**config.mk**
```make
export PLATFORM = sky130hd
export DESIGN_NAME = muxn_rr_reg
export DESIGN_NICKNAME = d
export VERILOG_FILES = /design/src/rtl/muxn_rr_reg_pkg.sv /design/src/rtl/muxn_rr_reg_arb.sv /design/src/rtl/muxn_rr_reg.sv
export SDC_FILE = /design/constraint.sdc
export NUM_CORES = 1
export LEC_CHECK = 0
export CAP_MARGIN = 20
export CORE_MARGIN = 2
export CORE_UTILIZATION = 37
export CTS_BUF_LIST = sky130_fd_sc_hd__clkbuf_16
export CTS_CLUSTER_SIZE = 20
export DETAILED_ROUTE_END_ITERATION = 7
export PLACE_DENSITY_LB_ADDON = 0.12
export SKIP_CTS_REPAIR_TIMING = 1
export SLEW_MARGIN = 20
export SYNTH_ARGS = -nofsm -noshare
export SYNTH_HDL_FRONTEND = slang
export SYNTH_SLANG_ARGS = --single-unit
export TNS_END_PERCENT = 50
```
**constraint.sdc**
```tcl
create_clock -name clk -period 4.9 [get_ports clk]
set_input_delay 0.98 -clock clk [delete_from_list [all_inputs] [get_ports clk]]
set_output_delay 0.98 -clock clk [all_outputs]
set_load 0.02 [all_outputs]
```
**src/rtl/muxn_rr_reg_pkg.sv**
```systemverilog
// Shared constants and helpers for the registered round-robin multiplexer.
package muxn_rr_reg_pkg;

  localparam int MUX_MODE_FIXED = 0;
  localparam int MUX_MODE_RR    = 1;

  // Modular add for channel indices, a and b both already below m.
  function automatic int wrap_add(input int a, input int b, input int m);
    int s;
    s = a + b;
    return (s >= m) ? s - m : s;
  endfunction

endpackage

```
**src/rtl/muxn_rr_reg_arb.sv**
```systemverilog
// Combinational arbiter: first request at or above ptr (wrapping), or lowest index when rr_en=0.
module rr_arbiter
  import muxn_rr_reg_pkg::*;
#(
  parameter  int M  = 4,
  localparam int CW = $clog2(M)
) (
  input  logic [M-1:0]  req,
  input  logic [CW-1:0] ptr,
  input  logic          rr_en,
  output logic [M-1:0]  grant,
  output logic [CW-1:0] grant_idx
);

  always_comb begin : search
    int   start;
    int   k;
    logic found;
    grant     = '0;
    grant_idx = '0;
    found     = 1'b0;
    k         = 0;
    start     = rr_en ? int'(ptr) : 0;
    for (int i = 0; i < M; i++) begin
      k = wrap_add(start, i, M);
      if (!found && req[CW'(k)]) begin
        found     = 1'b1;
        grant_idx = CW'(k);
      end
    end
    if (found) grant[grant_idx] = 1'b1;
  end

endmodule

```
**src/rtl/muxn_rr_reg.sv**
```systemverilog
// M-channel, N-bit valid/ready multiplexer landing the granted word in one output register.
module muxn_rr_reg
  import muxn_rr_reg_pkg::*;
#(
  parameter  int N  = 32,
  parameter  int M  = 4,
  parameter  int RR = MUX_MODE_RR,
  localparam int CW = $clog2(M)
) (
  input  logic            clk,
  input  logic            rst,
  input  logic [M*N-1:0]  in_data,
  input  logic [M-1:0]    in_valid,
  output logic [M-1:0]    in_ready,
  input  logic            force_en,
  input  logic [CW-1:0]   force_sel,
  output logic [N-1:0]    out_data,
  output logic [CW-1:0]   out_sel,
  output logic            out_valid,
  input  logic            out_ready
);

  localparam logic RR_EN = (RR == MUX_MODE_RR);

  logic [M-1:0]  elig;
  logic [M-1:0]  grant;
  logic [CW-1:0] grant_idx;
  logic [CW-1:0] ptr;
  logic [N-1:0]  sel_data;
  logic          load;
  logic          xfer;

  assign load = !out_valid || out_ready;

  // An out-of-range forced index leaves nothing eligible.
  always_comb begin
    elig = '0;
    if (force_en) begin
      if (int'(force_sel) < M) elig[force_sel] = in_valid[force_sel];
    end else begin
      elig = in_valid;
    end
  end

  rr_arbiter #(.M(M)) u_arb (
    .req       (elig),
    .ptr       (ptr),
    .rr_en     (RR_EN),
    .grant     (grant),
    .grant_idx (grant_idx)
  );

  // Grant only contains eligible (hence valid) channels, so any grant is a transfer.
  assign in_ready = (load && !rst) ? grant : '0;
  assign xfer     = load && (|grant);

  always_comb begin
    sel_data = '0;
    for (int k = 0; k < M; k++)
      sel_data = sel_data | (in_data[k*N +: N] & {N{grant[k]}});
  end

  always_ff @(posedge clk or posedge rst) begin
    if (rst) begin
      out_data  <= '0;
      out_sel   <= '0;
      out_valid <= 1'b0;
      ptr       <= '0;
    end else if (load) begin
      if (xfer) begin
        out_data  <= sel_data;
        out_sel   <= grant_idx;
        out_valid <= 1'b1;
        if (RR_EN) ptr <= CW'(wrap_add(int'(grant_idx), 1, M));
      end else begin
        out_valid <= 1'b0;
      end
    end
  end

endmodule
```
==> flow_metrics.env <==
export IMPL_synth_top_area_share_pct=40.3
export IMPL_antenna_found_initial=0
export IMPL_setup_viol=0
export IMPL_rsz0062_at_grt="false"
export IMPL_layout_nets=548
export IMPL_clock_path_buffers=2
export IMPL_min_period_over_period_pct=92.6
export IMPL_dieArea_mm2=0.00685
export IMPL_cts_buffers=5
export IMPL_synth_fp_nets=383
export IMPL_worst_ep_required_time_ns=3.92
export IMPL_die_w_um=82.8
export IMPL_yosys_area_share_simple_pct=9.92
export IMPL_drv_slew=0
export IMPL_timing_hold_ws_ns=0.477
export IMPL_die_h_um=82.8
export IMPL_drc_errors=0
export IMPL_cp_max_fo=12
export IMPL_ir_worst_vdd_v=0.000228
export IMPL_synth_compound_area_share_pct=39.0
export IMPL_pin_count=177
export IMPL_syn_area_mm2=0.00230
export IMPL_cts_clk_slew_worst_paths_ns=0.06
export IMPL_ys_seq_area_share_pct=40.3
export IMPL_dr_pass1_iters=4
export IMPL_ys_warn_count=0
export IMPL_fin_tns_setup_ns=0
export IMPL_grt_pass1_vias=2488
export IMPL_htreeDepth=2
export IMPL_cts_root_buf="clkbuf_16"
export IMPL_grt_max_degree=34
export IMPL_cts_tree="built"
export IMPL_total_power_mw=1.63
export IMPL_min_period_ns=4.54
export IMPL_worstSetupPathType="in -> out"
export IMPL_place_gp_congestion=0.827
export IMPL_synth_seq_cells=37
export IMPL_grt_pass1_wl_um=12100
export IMPL_power_density_mw_per_mm2=387
export IMPL_critPathLaunchType="input port"
export IMPL_maxSlewHeadroom_pct=60.9
export IMPL_hpwl_um=6060
export IMPL_synth_area_leaders="dfrtp_1 (40%), a22oi_1 (22%), a31oi_2 (8.2%), nor2_1 (5.9%), a31oi_1 (4.9%)"
export IMPL_clock_skew_ns=0.00464
export IMPL_leakage_nw=1.60
export IMPL_grtUsageTotal_pct=23.6
export IMPL_end_kind="output port"
export IMPL_syn_area_per_cell_um2=9.53
export IMPL_synth_cell_types=28
export IMPL_port_buffers=176
export IMPL_n_antenna_cell=0
export IMPL_via_count=2607
export IMPL_synth_top_cell_by_area="dfrtp_1"
export IMPL_num_rows=28
export IMPL_numClockSinks=37
export IMPL_max_freq_mhz=220
export IMPL_synthAdderAreaFrac_pct=2.18
export IMPL_final_common_cell="clkdlybuf4s50_1"
export IMPL_outcome="completed"
export IMPL_drive_above_1_share_pct=8.35
export IMPL_initial_utilization_pct=38.6
export IMPL_fin_area_mm2=0.00421
export IMPL_clk_latency_ns=0.27
export IMPL_arrival_ns=3.56
export IMPL_synth_top_family_by_area="compound AO/OA/AOI/OAI gates"
export IMPL_finalHoldViolCount=0
export IMPL_gr_total_overflow=0
export IMPL_muxShareOfSynthArea_pct=1.91
export IMPL_synth_xor_area_share_pct=0
export IMPL_avgRoutedWirePerCell_um=17.1
export IMPL_routed_wl_um=8240
export IMPL_final_antenna_net_count=0
export IMPL_drt_iter0_markers=149
export IMPL_vias_per_cell=5.41
export IMPL_max_cap_violations=0
export IMPL_layout_common_cells="clkdlybuf4s50_1 (176), a22oi_1 (66), dfrtp_1 (37)"
export IMPL_synthToLayoutAreaGrowth_pct=83.4
export IMPL_postSynthCellCount=241
export IMPL_worst_pin_slew_ns=0.585
export IMPL_min_path_type="reg -> reg"
export IMPL_placed_area_mm2=0.00407
export IMPL_core_area_mm2=0.00596
-- synthesized netlist by cell type --
library cell and count:
o21a_1 1, a21boi_0 1, buf_4 3, a21oi_1 1, mux2i_1 1, o21ai_1 1, a22oi_1 66, and3_1 4
nand3_1 4, a2bb2oi_2 1, clkbuf_1 16, a31oi_2 15, buf_2 2, inv_1 4, buf_6 4, nand2_1 6
o21ai_0 4, a21boi_1 2, a2bb2oi_1 1, a31oi_1 18, o21bai_1 1, ha_1 4, nand2b_1 3, mux2_2 3
dfrtp_1 37, o2111ai_1 1, nor2_1 36, nor2b_1 1
-- flip-flops by register name, summed over array words and instances, names as in the netlist --
register,cells
out_data,32
out_sel,2
ptr,2
out_valid,1
-- per-layer routing --
metal	GRT usage (%)	share of wire [%]
met1	27.7	38
met3	5.30	9.0
met2	44.0	52
met4	4.75	1.1
met5	0	0
-- metrics by stage --
stage,cells,setup WS (ns),utilization [%]
floorplan,241,1.27,-
global placement,474,0.465,68.3
detailed placement,474,0.371,68.3
CTS,482,0.370,70.7
global route,482,0.169,70.7
finish,482,0.361,70.7
-- path summary, 6_finish.rpt --
check	slack [ns]	to	cells past startpoint	startpoint
setup / recovery	0.36	in_ready[1]	9	force_en
hold / removal	0.48	out_sel[0]	2	out_sel[0]
setup reg to reg	2.66	out_data[31]	9	ptr[0]
hold reg to reg	0.48	out_sel[0]	2	out_sel[0]
max in group asynchronous	3.01	out_data[12]	3	rst
min in group asynchronous	1.10	out_sel[1]	2	rst
-- final cells by class --
| type | count | area (um2) |
|---|---|---|
| clock inverters | 3 | 17.5 |
| well taps | 75 | 93.8 |
| repair buffers | 183 | 1810 |
| multi-input cells | 175 | 1220 |
| fillers | 492 | 1750 |
| clock buffers | 5 | 125 |
| inverters | 4 | 15.0 |
| flip-flops and latches | 37 | 926 |
-- worst max-delay path: stages --
cell and delay (ns):
clkdlybuf4s50_1 0.72, o21ai_0 0.23, nand3_1 0.14, nand3_1 0.08
a22oi_1 0.36, inv_1 0.12, ha_1 0.22, and3_1 0.16
clkdlybuf4s50_1 0.54
-- logic make-up (layout without fill, tap and decap cells) --
kind of cell             Yosys count  after routing
buffers and inverters             29            195
flip-flops                        37             37
AND/OR/NAND/NOR                   54             54
adder cells (fa/ha/maj)            4              4
AO/OA/AOI/OAI                    113            113
multiplexers                       4              4
-- power by group --
part	total [mW]	internal [mW]	switching, mW
combinational	0.851	0.422	0.430
sequential	0.470	0.410	0.0602
clock	0.307	0.186	0.120
(Power assumes the default switching activity.)
